File: src/rtl/vec_issue_sequencer.sv
// vec_issue_sequencer
//   Decode/issue stage for the vector extension. Accepts one instruction per
//   in_valid/in_ready handshake, decodes it, and issues it to the lane-sliced
//   ALU as one beat (scalar, MOV, MOVIDX, memory/branch) or as
//   NLANES/LANES_PER_BEAT lane-group beats (vector ops).
// Ports
//   clk, reset (async, active-low)
//   in_valid/in_ready, Op/Funct/Rd          : instruction input handshake
//   iss_valid/iss_ready                      : issue beat handshake
//   iss_lane_mask, iss_ALUControl, iss_VecW, iss_VecIdxW, iss_RegW,
//   iss_FlagW, iss_last                      : beat payload
//   illegal                                  : one-cycle pulse for a dropped Op==11
module vec_issue_sequencer #(
    parameter int unsigned NLANES         = 4,
    parameter int unsigned LANES_PER_BEAT = 1,
    parameter int unsigned LANE_W         = 8
) (
    input  logic              clk,
    input  logic              reset,
    input  logic              in_valid,
    output logic              in_ready,
    input  logic [1:0]        Op,
    input  logic [5:0]        Funct,
    input  logic [3:0]        Rd,
    output logic              iss_valid,
    input  logic              iss_ready,
    output logic [NLANES-1:0] iss_lane_mask,
    output logic [3:0]        iss_ALUControl,
    output logic              iss_VecW,
    output logic              iss_VecIdxW,
    output logic              iss_RegW,
    output logic [1:0]        iss_FlagW,
    output logic              iss_last,
    output logic              illegal
);

    localparam int unsigned NBEATS = NLANES / LANES_PER_BEAT;
    localparam int unsigned CNT_W  = (NBEATS > 1) ? $clog2(NBEATS) : 1;
    localparam logic [CNT_W-1:0]  LAST_BEAT  = CNT_W'(NBEATS - 1);
    localparam logic [NLANES-1:0] GROUP_MASK = NLANES'((64'd1 << LANES_PER_BEAT) - 64'd1);

    localparam logic [0:0] S_IDLE  = 1'b0;
    localparam logic [0:0] S_ISSUE = 1'b1;

    // Elaboration-time guard on the parameter set
    if (NLANES < 2 || (NLANES & (NLANES - 1)) != 0 || LANES_PER_BEAT < 1 ||
        (LANES_PER_BEAT & (LANES_PER_BEAT - 1)) != 0 ||
        (NLANES % LANES_PER_BEAT) != 0 || LANE_W < 1) begin : g_bad_params
        $error("vec_issue_sequencer: illegal parameter set");
    end

    logic [0:0]       r_state, w_nxt_state;
    logic [CNT_W-1:0] r_cnt, w_nxt_cnt;
    logic [3:0]       r_alu, w_nxt_alu;
    logic             r_vec, w_nxt_vec;
    logic             r_vecw, w_nxt_vecw;
    logic             r_vecidxw, w_nxt_vecidxw;
    logic             r_regw, w_nxt_regw;
    logic [1:0]       r_flagw, w_nxt_flagw;
    logic             r_illegal, w_nxt_illegal;

    logic             w_last, w_hs, w_accept;
    logic [3:0]       w_tab_alu, w_d_alu;
    logic             w_d_vec, w_d_vecw, w_d_vecidxw, w_d_regw, w_d_ill;
    logic [1:0]       w_d_flagw;

    // Rd has no consumer on the issue side of this port set
    logic             w_unused_rd;
    assign w_unused_rd = ^Rd;

    // Handshake: accept in IDLE or on the last-beat handshake (zero bubble)
    assign w_last    = ~r_vec | (r_cnt == LAST_BEAT);
    assign w_hs      = (r_state == S_ISSUE) & iss_ready;
    assign in_ready  = (r_state == S_IDLE) | (w_hs & w_last);
    assign w_accept  = in_valid & in_ready;

    // Funct[4:1] to ALU operation
    always_comb begin
        w_tab_alu = 4'b0000;
        case (Funct[4:1])
            4'b0100: w_tab_alu = 4'b0000;
            4'b0101: w_tab_alu = 4'b0001;
            4'b0010: w_tab_alu = 4'b0010;
            4'b0000: w_tab_alu = 4'b0011;
            4'b0011: w_tab_alu = 4'b0111;
            4'b0111: w_tab_alu = 4'b1100;
            4'b0110: w_tab_alu = 4'b0101;
            4'b1000: w_tab_alu = 4'b1000;
            4'b1001: w_tab_alu = 4'b1001;
            4'b1010: w_tab_alu = 4'b1010;
            4'b1011: w_tab_alu = 4'b1011;
            4'b1111: w_tab_alu = 4'b1111;
            4'b1100: w_tab_alu = 4'b1101;
            default: w_tab_alu = 4'b0000;
        endcase
    end

    // Instruction classification of the offered word
    always_comb begin
        w_d_alu     = 4'b0000;
        w_d_vec     = 1'b0;
        w_d_vecw    = 1'b0;
        w_d_vecidxw = 1'b0;
        w_d_regw    = 1'b0;
        w_d_flagw   = 2'b00;
        w_d_ill     = (Op == 2'b11);
        if (Op == 2'b00) begin
            if (Funct[5] && Funct[4:1] == 4'b1101) begin
                w_d_vecidxw = 1'b1;
            end else if (Funct[5] && Funct[4:1] == 4'b1110) begin
                w_d_regw = 1'b1;
            end else if (Funct[4]) begin
                w_d_vec  = 1'b1;
                w_d_vecw = 1'b1;
                w_d_alu  = w_tab_alu;
            end else begin
                w_d_regw  = 1'b1;
                w_d_alu   = w_tab_alu;
                w_d_flagw = {Funct[0],
                             Funct[0] & ((w_tab_alu == 4'b0000) | (w_tab_alu == 4'b0001))};
            end
        end else if (Op != 2'b11) begin
            w_d_regw = ~Op[1] & Funct[0];
        end
    end

    // Next-state and captured-field logic
    always_comb begin
        w_nxt_state   = r_state;
        w_nxt_cnt     = r_cnt;
        w_nxt_alu     = r_alu;
        w_nxt_vec     = r_vec;
        w_nxt_vecw    = r_vecw;
        w_nxt_vecidxw = r_vecidxw;
        w_nxt_regw    = r_regw;
        w_nxt_flagw   = r_flagw;
        w_nxt_illegal = 1'b0;
        if (w_hs) begin
            if (w_last) begin
                w_nxt_state = S_IDLE;
                w_nxt_cnt   = '0;
            end else begin
                w_nxt_cnt = r_cnt + CNT_W'(1);
            end
        end
        if (w_accept) begin
            if (w_d_ill) begin
                w_nxt_illegal = 1'b1;
            end else begin
                w_nxt_state   = S_ISSUE;
                w_nxt_cnt     = '0;
                w_nxt_alu     = w_d_alu;
                w_nxt_vec     = w_d_vec;
                w_nxt_vecw    = w_d_vecw;
                w_nxt_vecidxw = w_d_vecidxw;
                w_nxt_regw    = w_d_regw;
                w_nxt_flagw   = w_d_flagw;
            end
        end
    end

    // State and captured-field registers
    always_ff @(posedge clk or negedge reset) begin
        if (!reset) begin
            r_state   <= S_IDLE;
            r_cnt     <= '0;
            r_alu     <= 4'b0000;
            r_vec     <= 1'b0;
            r_vecw    <= 1'b0;
            r_vecidxw <= 1'b0;
            r_regw    <= 1'b0;
            r_flagw   <= 2'b00;
            r_illegal <= 1'b0;
        end else begin
            r_state   <= w_nxt_state;
            r_cnt     <= w_nxt_cnt;
            r_alu     <= w_nxt_alu;
            r_vec     <= w_nxt_vec;
            r_vecw    <= w_nxt_vecw;
            r_vecidxw <= w_nxt_vecidxw;
            r_regw    <= w_nxt_regw;
            r_flagw   <= w_nxt_flagw;
            r_illegal <= w_nxt_illegal;
        end
    end

    // Beat payload is quiet whenever no beat is offered
    assign iss_valid      = (r_state == S_ISSUE);
    assign iss_lane_mask  = (iss_valid & r_vec) ? (GROUP_MASK << (32'(r_cnt) * LANES_PER_BEAT))
                                                : '0;
    assign iss_ALUControl = iss_valid ? r_alu : 4'b0000;
    assign iss_VecW       = iss_valid & r_vecw;
    assign iss_VecIdxW    = iss_valid & r_vecidxw;
    assign iss_RegW       = iss_valid & r_regw;
    assign iss_FlagW      = iss_valid ? r_flagw : 2'b00;
    assign iss_last       = iss_valid & w_last;
    assign illegal        = r_illegal;

endmodule

File: config.mk
export PLATFORM = sky130hd
export DESIGN_NAME = vec_issue_sequencer
export DESIGN_NICKNAME = d
export VERILOG_FILES = /design/src/rtl/vec_issue_sequencer.sv
export SDC_FILE = /design/constraint.sdc
export NUM_CORES = 1
export LEC_CHECK = 0
export BUFFER_PORTS_ARGS = -buffer_cell sky130_fd_sc_hd__buf_2
export CORE_UTILIZATION = 48
export DETAILED_ROUTE_END_ITERATION = 16
export HOLD_SLACK_MARGIN = 0.02
export PLACE_DENSITY = 0.87
export SLEW_MARGIN = 25
export SYNTH_ARGS = -nofsm -noshare
export SYNTH_HDL_FRONTEND = slang
export SYNTH_SLANG_ARGS = --single-unit
File: constraint.sdc
create_clock -name clk -period 1.8 [get_ports clk]
set_input_delay 0.09 -clock clk [delete_from_list [all_inputs] [get_ports clk]]
set_output_delay 0.09 -clock clk [all_outputs]
set_load 0.1 [all_outputs]
==> impl_metrics.tcl, run 1 <==
set metrics [dict create \
    status "completed" \
    power_leakage_nw 0.604 \
    grt_usage 0.200 \
    viasPerCell 5.36 \
    ys_seq_elements 13 \
    cts_setup_buffers 0 \
    wl_per_cell_um 12.2 \
    seq_area_frac_synth 0.346 \
    p_clk_frac 0.194 \
    grt_pass1_wl_mm 3.02 \
    gr-total-overflow 0 \
    routabilityCongestion 0.762 \
    diodes 0 \
    antenna_found_initial 0 \
    vdd_drop_max_uv 381 \
    syn_area_sq_um 941 \
    setup_tns_ns 0 \
    fin_crit_ns 1.73 \
    fin_skew_ns 0.000788 \
    timing.final.crit_share 0.959 \
    area_delta_synth_final_pct 22.2 \
    synth_cell_types 32 \
    setup_violations 0 \
    port-buffer-count 28 \
    switchingPower_uw 442 \
    timing.rr.start "r_cnt[0]$_DFF_PN0_" \
    p_int_uw 503 \
    num_rows 15 \
    clock_path_buffers 2 \
    final_cell_mix "buf_2 (28), dfrtp_1 (12), and2_2 (9), ha_1 (9)" \
    slew_headroom 0.678 \
    numCtsBuffers 3 \
    cts_tree "yes" \
    io_pins 33 \
    hold_start "in_valid" \
    synth_warnings 0 \
    routed_wl_mm 1.86 \
    cpPeakStageDelay_ns 0.43 \
    p_sw_frac 0.468 \
    clkTransAtPathRegs_ns 0.08 \
    cp_top_family "flip-flops" \
    cts_max_level 1 \
    syn_inst 98 \
    clk_latency_ns 0.28 \
    die_h_um 46.3 \
    worstRegToRegCells 5 \
    nets 154 \
    cpMaxStageDelayCell "dfrtp_1" \
    cts.sinks 13 \
    critical_path.max_fanout 5 \
    drtIter0Drc 12 \
    syn_nets 123 \
    finalPower_uw 946 \
    worst-path-stages 4 \
    worstSetupPathType "reg -> out" \
    r2r_setup_slack_ns 0.13 \
    initial_core_util 0.528 \
    place.detailed.hpwl_mm 1.49 \
    antenna_left 0 \
    slew_violations 0 \
    die_x_um 46.3 \
    timing.fmax_mhz 579 \
    root_buffer "clkbuf_4" \
    final_common_cell "buf_2" \
    endpoint_kind "output port" \
    route.detailed.drc 0 \
    grt_max_degree 19 \
    worstPathRequired_ns 1.71 \
    min_delay_path_depth 3 \
    drv_cap 0 \
    hold-path-endpoint "iss_valid$_DFF_PN0_" \
    grt_pass1_vias 714 \
    power_frac_comb 0.437 \
    cp_cell_sequence "ha_1 -> nand2b_2 -> and2_2 -> buf_2" \
    vias 820 \
    p_per_area_nw_per_um2 823 \
    syn_area_per_cell_sq_um 9.60 \
    hp-class "in -> reg" \
    arrival_ns 1.64 \
    dieArea_sq_um 2140 \
    fp.coreArea_sq_um 1780 \
    tightestPinTransition_ns 0.486 \
    hold_violations 0 \
    rsz0062_at_grt "no" \
    path_buf_inv 1 \
    r2r-end "r_flagw[0]$_DFFE_PN0P_" \
    drtPass1Iterations 4 \
    layout-drive-gt1-share 0.391 \
    nFillCells 151 \
    power_frac_seq 0.370 \
    cp-start-kind "flip-flop" \
]
synth_stat cells, drive strengths merged:
master,number,share of area
ha,9,0.12
o32ai,1,0.0093
mux2,2,0.032
dfrtp,13,0.35
a21oi,5,0.039
o211ai,1,0.0080
mux2i,2,0.021
a22o,3,0.028
a32o,2,0.021
nor3,2,0.011
and3,5,0.033
nor4,1,0.013
o21ai,2,0.011
nor2,7,0.028
and2,10,0.066
xnor2,1,0.0093
a31oi,3,0.036
nor2b,1,0.015
nand3,2,0.011
nand2b,2,0.019
nand2,8,0.032
nor4b,1,0.0093
inv,7,0.028
or3,1,0.0067
o21a,1,0.0080
o2bb2ai,1,0.0093
buf,2,0.011
clkbuf,1,0.0040
a22oi,1,0.0080
nand4b,1,0.0093
state kept, by name (all words and copies together), names as in the netlist:
signal     cells
r_cnt          2
r_vecidxw      1
r_alu          4
illegal        1
iss_valid      1
r_regw         1
r_vecw         1
r_flagw        2
metal layers:
metal,track usage,up-vias,routed length (um)
met1,0.248,379,842
met2,0.344,30,919
met4,0.0882,0,21
li1,-,408,-
met3,0.0235,3,77
met5,0,-,0
worst max path at each step:
stage,startpoint,slack [ns],endpoint
6_report,r_cnt[0]$_DFF_PN0_,0.07,iss_last
5_1_grt,r_cnt[0]$_DFF_PN0_,0.01,iss_last
4_1_cts,r_cnt[0]$_DFF_PN0_,0.06,iss_last
3_5_place_dp,r_cnt[0]$_DFF_PN0_,0.1,r_flagw[0]$_DFFE_PN0P_
3_3_place_gp,r_cnt[0]$_DFF_PN0_,0.14,r_flagw[0]$_DFFE_PN0P_
2_1_floorplan,iss_valid$_DFF_PN0_,0.1,iss_lane_mask[0]
tightest hold or removal path: cells and delay by family:
kind	cells	cell delay (ns)
buffers and inverters	1	0.13
and+or+nand+nor	2	0.11
power by group through the flow:
stage / Sequential (mW) / Clock, mW / Combinational, mW
floorplan: 0.372 / 0 / 0.317
global placement: 0.353 / 0 / 0.405
detailed placement: 0.356 / 0 / 0.412
CTS: 0.350 / 0.189 / 0.415
global route: 0.355 / 0.199 / 0.437
finish: 0.349 / 0.183 / 0.413
final cells by class:
class | count | area, sq um | share of cell area
multi-input cells | 75 | 589 | 0.513
flip-flops and latches | 13 | 327 | 0.284
repair buffers | 29 | 150 | 0.131
well taps | 25 | 31.3 | 0.0272
clock buffers | 4 | 26.3 | 0.0229
inverters | 7 | 26.3 | 0.0229
kinds of logic (layout without fill, tap and decap cells):
| family | count (synthesis) | after routing | synth area share |
|---|---|---|---|
| flops | 13 | 13 | 0.346 |
| simple gates | 41 | 41 | 0.253 |
| mux | 4 | 4 | 0.0532 |
| fa+ha+maj | 9 | 9 | 0.120 |
| buf+inv | 10 | 40 | 0.0426 |
| compound gates | 20 | 20 | 0.177 |
| xor+xnor | 1 | 1 | 0.00931 |
per-stage QoR:
step	setup WS [ns]	cell area (sq um)	utilization	hold WS, ns	instances
finish	0.0738	1150	0.645	0.0711	153
CTS	0.0570	1150	0.645	0.0654	153
global placement	0.138	1110	0.625	-0.0186	148
global route	0.0125	1150	0.645	0.0979	153
floorplan	0.0991	956	-	-0.206	98
detailed placement	0.0982	1110	0.625	-0.0110	148
what timing repair did:
action / CTS / global route
hold buffers: 1 / 0
gates resized for setup: 0 / 0
hold endpoints to repair: 13 / 0
setup endpoints to repair: 0 / 2
No activity file was read; power rests on OpenSTA's default activity.
==> inputs of run 2 (changes only) <==
CORE_MARGIN = 8   (was not set)
REMOVE_ABC_BUFFERS = 1   (was not set)
==> run 2 against run 1 <==
Compared with the run above: non-clock buffer count unchanged; via count down 1.2%; final cell count rose by 1.3%; setup slack better by 0.013 ns; critical path depth grew 1; worst hold slack about the same; clock power hardly changed; sequential share of layout area increased by 0.14 points; flip-flop and latch count is the same; total power fell by 0.16%; first-iteration DRC count increased by 58%.
==> impl_metrics.tcl, run 2 (synthesis results as in run 1) <==
set metrics [dict create \
    r2r_setup_slack_ns 0.09 \
    grt.busiest_layer "met2" \
    vias 810 \
    timing.rr.start "r_cnt[0]$_DFF_PN0_" \
    gr-total-overflow 0 \
    power_leakage_nw 0.599 \
    routed_wl_mm 2.02 \
    fin_skew_ns 0.00179 \
    port-buffer-count 28 \
    cts.sinks 13 \
    hold-path-endpoint "iss_valid$_DFF_PN0_" \
    hp-class "in -> reg" \
    die_x_um 60.3 \
    cts_tree "yes" \
    worstSetupPathType "reg -> out" \
    worstRegToRegCells 5 \
    grt_pass1_vias 829 \
    setup_ws_ns 0.0864 \
    power_frac_comb 0.435 \
    tightestPinTransition_ns 0.492 \
    grt_use_met2 0.223 \
    reg_top3 "r_alu x4, r_cnt x2, r_flagw x2" \
    r2r-end "r_flagw[1]$_DFFE_PN0P_" \
    timing.fmax_mhz 584 \
    min_delay_path_depth 3 \
    dp_worst_setup_slack_ns 0.118 \
    grt_max_degree 19 \
    switchingPower_uw 445 \
    p_clk_frac 0.195 \
    die_h_um 60.3 \
    layout-drive-gt1-share 0.305 \
    drv_cap 0 \
    grtUsageMet3 0.0194 \
    status "completed" \
    rsz0062_at_grt "no" \
    final_common_cell "buf_2" \
    area_delta_synth_final_pct 21.1 \
    initial_core_util 0.495 \
    largest_register "r_alu" \
    largest_reg_flops 4 \
    drtPass1Iterations 3 \
    drtIter0Drc 19 \
    antenna_found_initial 0 \
    whs_ns 0.0708 \
    clk_latency_ns 0.28 \
    fin_crit_ns 1.71 \
    critical_path.max_fanout 5 \
    grt_pass1_wl_mm 3.37 \
    grt_usage 0.119 \
    clock_path_buffers 2 \
    grt_util_met1 0.117 \
    route.detailed.drc 0 \
    slew_violations 0 \
    clkTransAtPathRegs_ns 0.08 \
    arrival_ns 1.62 \
    routabilityCongestion 0.747 \
    wl_per_cell_um 13.0 \
    num_rows 16 \
    place.detailed.hpwl_mm 1.59 \
    p_sw_frac 0.471 \
    setup_violations 0 \
    endpoint_kind "output port" \
    p_int_uw 500 \
    final_cell_mix "buf_2 (27), dfrtp_1 (13), and2_1 (10)" \
    power_frac_seq 0.370 \
    antenna_left 0 \
    root_buffer "clkbuf_4" \
    io_pins 33 \
    viasPerCell 5.23 \
    worstPathRequired_ns 1.71 \
    vdd_drop_max_uv 377 \
    fp.coreArea_sq_um 1900 \
    nets 154 \
    cp-start-kind "flip-flop" \
    diodes 0 \
    hold_violations 0 \
    hold_start "in_valid" \
    slew_headroom 0.674 \
    cts_setup_buffers 0 \
    numCtsBuffers 3 \
    timing.final.crit_share 0.952 \
    cts_max_level 1 \
    dieArea_sq_um 3630 \
    p_per_area_nw_per_um2 828 \
]
-- run 2: changes by cell type in the layout (fill, tap and decap cells not counted) --
cell	change
clkbuf_4	+1
nand2_1	+1
dfrtp_2	-1
buf_2	-1
and2_2	-9
nand2_2	-1
dfrtp_1	+1
and2_1	+9
-- run 2: through the flow --
step                      total power, mW  utilization  setup TNS (ns)  std cells  area (sq um)
after detailed placement            0.763        0.579               0        150          1100
after CTS                           0.943        0.598               0        155          1140
after global placement              0.754        0.579               0        150          1100
final                               0.944        0.599               0        155          1140
after floorplan                     0.674            -           -5.41         95           927
after global routing                0.983        0.599               0        155          1140
-- run 2: power by group through the flow --
stage                     sequential, mW  combinational [mW]  clock [mW]
after global placement             0.352               0.403           0
after detailed placement           0.355               0.408           0
after CTS                          0.349               0.411       0.183
after floorplan                    0.374               0.300           0
final                              0.349               0.411       0.184
after global routing               0.355               0.435       0.193
-- run 2: routing by layer --
| layer | up-vias | routed length [um] |
|---|---|---|
| met5 | - | 0 |
| met4 | 0 | 42 |
| met3 | 5 | 127 |
| met2 | 21 | 997 |
| met1 | 377 | 851 |
| li1 | 407 | - |
-- run 2: worst max path at each step --
stage                   startpoint                endpoint  depth (start not counted)
3_5_place_dp    r_cnt[0]$_DFF_PN0_  r_flagw[1]$_DFFE_PN0P_                          5
6_report        r_cnt[0]$_DFF_PN0_                in_ready                          5
3_3_place_gp    r_cnt[0]$_DFF_PN0_  r_flagw[1]$_DFFE_PN0P_                          5
2_1_floorplan  iss_valid$_DFF_PN0_     iss_valid$_DFF_PN0_                          2
5_1_grt         r_cnt[0]$_DFF_PN0_  r_flagw[0]$_DFFE_PN0P_                          5
4_1_cts         r_cnt[0]$_DFF_PN0_                in_ready                          5
-- run 2: area by class of cell --
cell class	count	area [sq um]
fill	164	762
multi-input combinational	75	576
sequential	13	325
timing repair buffer	29	153
tap	27	33.8
clock buffer	4	26.3
inverter	7	26.3
-- run 2: timing repair --
item                       4_1_cts  5_1_grt
hold buffers                     1        0
hold endpoints to repair        13        0
setup endpoints to repair        0        1
gates resized for setup          0        1
-- run 2: worst max-delay path, stage by stage, from the launching register on --
cell and delay (ns):
dfrtp_1 0.43, ha_1 0.22, nand2b_2 0.23, nand2_1 0.09
nand2_1 0.07, clkbuf_4 0.31
==> inputs of run 3 (changes only) <==
ABC_AREA = 1   (was not set)
CORE_UTILIZATION = 49   (was 48)
PLACE_DENSITY = 0.88   (was 0.87)
==> run 3 against run 2 <==
Compared with the run above: clock power fell by 6%; maximum frequency rose by 6.1%; final cell count rose by 30%; critical path depth did not move; largest power group unchanged; clock skew fell by 0.0014 ns; utilization rose by 1.1 points; global-route usage fell by 0.22 points; total power fell by 6.7%; sequential power fell by 2%; combinational power fell by 11%; sequential share of layout area fell by 1.0 points; synthesized cell count rose by 48%.
==> impl_metrics.tcl, run 3 <==
set metrics [dict create \
    numPlacedInstances 197 \
    num_rows 16 \
    r2r-end "r_flagw[0]$_DFFE_PN0P_" \
    routed_wl_mm 2.01 \
    port-buffer-count 28 \
    syn_inst 145 \
    p_int_uw 472 \
    rsz0062_at_grt "no" \
    power_leakage_nw 0.769 \
    grt_max_degree 18 \
    timing.rr.start "r_cnt[0]$_DFF_PN0_" \
    hold_violations 0 \
    antenna_found_initial 0 \
    layout-drive-gt1-share 0.246 \
    largest_reg_flops 4 \
    setup_tns_ns 0 \
    p_clk_frac 0.197 \
    timing.final.crit_share 0.897 \
    nFillCells 199 \
    cp_top_family "buffers and inverters" \
    synth_top_area_share 0.325 \
    final_cell_mix "nand2_1 (51), inv_1 (29), buf_2 (28)" \
    vdd_drop_max_uv 391 \
    slew_headroom 0.673 \
    cts_tree "yes" \
    syn_area_per_cell_sq_um 6.91 \
    vias 911 \
    clk_latency_ns 0.27 \
    status "completed" \
    diodes 0 \
    place.detailed.hpwl_mm 1.70 \
    syn_area_sq_um 1000 \
    fp.coreArea_sq_um 1940 \
    ys_seq_elements 13 \
    fin_crit_ns 1.62 \
    synth_area_leaders "dfrtp_1 (32%), nand2_1 (19%), ha_1 (11%), inv_1 (11%), nor2_1 (4.1%)" \
    critical_path.max_fanout 4 \
    final_common_cell "nand2_1" \
    p_sw_frac 0.464 \
    multiInputGateArea_sq_um 537 \
    grt_pass1_vias 894 \
    r2r_setup_slack_ns 0.41 \
    cp-start-kind "flip-flop" \
    cp_cell_sequence "inv_1 -> ha_1 -> inv_1 -> nor2_1 -> buf_2" \
    final-instance-count-excl-fill 202 \
    root_buffer "clkbuf_4" \
    switchingPower_uw 409 \
    worstSetupPathType "reg -> out" \
    drtIter0Drc 39 \
    endpoint_kind "output port" \
    worstPathRequired_ns 1.71 \
    drtPass1Iterations 4 \
    die_x_um 61.2 \
    viasPerCell 4.51 \
    synth_cell_types 20 \
    gr-total-overflow 0 \
    cts.sinks 13 \
    cpPeakStageDelay_ns 0.43 \
    synth_warnings 0 \
    placed_cell_area_sq_um 1150 \
    fin_skew_ns 0.000366 \
    path_common_cell "inv_1" \
    io_pins 33 \
    setup_ws_ns 0.185 \
    largest_register "r_alu" \
    worstRegToRegCells 9 \
    routabilityCongestion 0.819 \
    power_frac_seq 0.389 \
    power_frac_comb 0.415 \
    arrival_ns 1.53 \
    clkTransAtPathRegs_ns 0.07 \
    cts_max_level 1 \
    grt_pass1_wl_mm 3.48 \
    route.detailed.drc 0 \
    hold_start "in_valid" \
    reg_top3 "r_alu x4, r_cnt x2, r_flagw x2" \
    async_reset_ff_frac 1.00 \
    dp_worst_setup_slack_ns 0.349 \
    timing.fmax_mhz 619 \
    synthFlopType "dfrtp_1" \
    hold-path-endpoint "illegal$_DFF_PN0_" \
    seq_area_frac_synth 0.325 \
    wl_per_cell_um 9.97 \
    antenna_left 0 \
    setup_violations 0 \
    clock_path_buffers 2 \
    initial_core_util 0.516 \
    min_delay_path_depth 3 \
    tightestPinTransition_ns 0.494 \
    yosysMostFrequentCell "nand2_1" \
    cpMaxStageDelayCell "buf_2" \
    nets 201 \
    numCtsBuffers 3 \
    path_buf_inv 3 \
    final_cell_area_sq_um 1190 \
    hp-class "in -> reg" \
    yosysTopAreaCell "dfrtp_1" \
    grt_usage 0.117 \
    dieArea_sq_um 3750 \
    synth_commonest_cells "nand2_1 (51), inv_1 (29), dfrtp_1 (13), nor2_1 (11), ha_1 (9)" \
    area_delta_synth_final_pct 18.4 \
    die_h_um 61.2 \
    regArea_sq_um 327 \
    slew_violations 0 \
    drv_cap 0 \
    synth-edff-count 0 \
    p_per_area_nw_per_um2 743 \
]
[run 3: cell types whose count changed in the layout (fill, tap and decap cells not counted), sizes merged, moves of 3 or more]
cell | before | now
nand2 | 8 | 55
nand3 | 2 | 7
o21ai | 2 | 9
a21oi | 5 | 1
and3 | 5 | 0
a31oi | 3 | 0
inv | 7 | 30
nor2 | 7 | 15
a22o | 3 | 0
and2 | 10 | 0
[run 3: kinds of logic (layout without fill, tap and decap cells)]
group           after synthesis  after routing  synth area share
simple gates                 80             80             0.370
buf+inv                      33             63             0.140
flops                        13             13             0.325
compound gates               10             10            0.0537
fa+ha+maj                     9              9             0.112
[run 3: timing repair]
action                                  4_1_cts  5_1_grt
setup buffers                                 0        0
endpoints found under the hold margin        13        0
hold buffers                                  1        0
endpoints found under the setup margin        0        5
gates resized for setup                       0        1
[run 3: cell type report]
| type | count | area share |
|---|---|---|
| clock buffers | 4 | 0.0222 |
| flip-flops and latches | 13 | 0.275 |
| multi-input cells | 99 | 0.453 |
| repair buffers | 29 | 0.127 |
| well taps | 27 | 0.0285 |
| inverters | 30 | 0.0949 |
[run 3: through the flow]
step | utilization | hold slack (ns) | power [mW]
after global routing | 0.611 | 0.0897 | 0.928
final | 0.611 | 0.0681 | 0.881
after detailed placement | 0.591 | -0.0122 | 0.713
after CTS | 0.610 | 0.0623 | 0.888
after global placement | 0.591 | -0.0197 | 0.704
after floorplan | - | -0.206 | 0.634
[run 3: layer usage]
layer  global-route usage  part of all wire  vias up
met5                    0                 0        -
met4               0.0432                 0        0
met3              0.00835             0.065        0
met2                0.222              0.51       19
met1                0.130              0.42      404
li1                     -                 -      488
[run 3: power groups by stage]
stage                     sequential (mW)  combinational (mW)  clock, mW
after detailed placement            0.347               0.367          0
after global routing                0.346               0.395      0.187
after CTS                           0.341               0.369      0.178
after floorplan                     0.377               0.257          0
after global placement              0.346               0.358          0
final                               0.342               0.365      0.173
[run 3: worst min-delay path: stages]
cell and delay (ns):
buf_2 0.12, nand2_1 0.06, nor2_1 0.03
[run 3: worst max-delay path by stage]
stage                       endpoint  depth (start not counted)           startpoint  slack, ns
floorplan           iss_lane_mask[0]                          2  iss_valid$_DFF_PN0_      -0.99
global placement    iss_lane_mask[2]                          3  iss_valid$_DFF_PN0_       0.39
detailed placement  iss_lane_mask[2]                          3  iss_valid$_DFF_PN0_       0.35
CTS                 iss_lane_mask[2]                          3  iss_valid$_DFF_PN0_       0.05
global route        iss_lane_mask[0]                          5   r_cnt[0]$_DFF_PN0_       0.09
finish              iss_lane_mask[0]                          5   r_cnt[0]$_DFF_PN0_       0.18
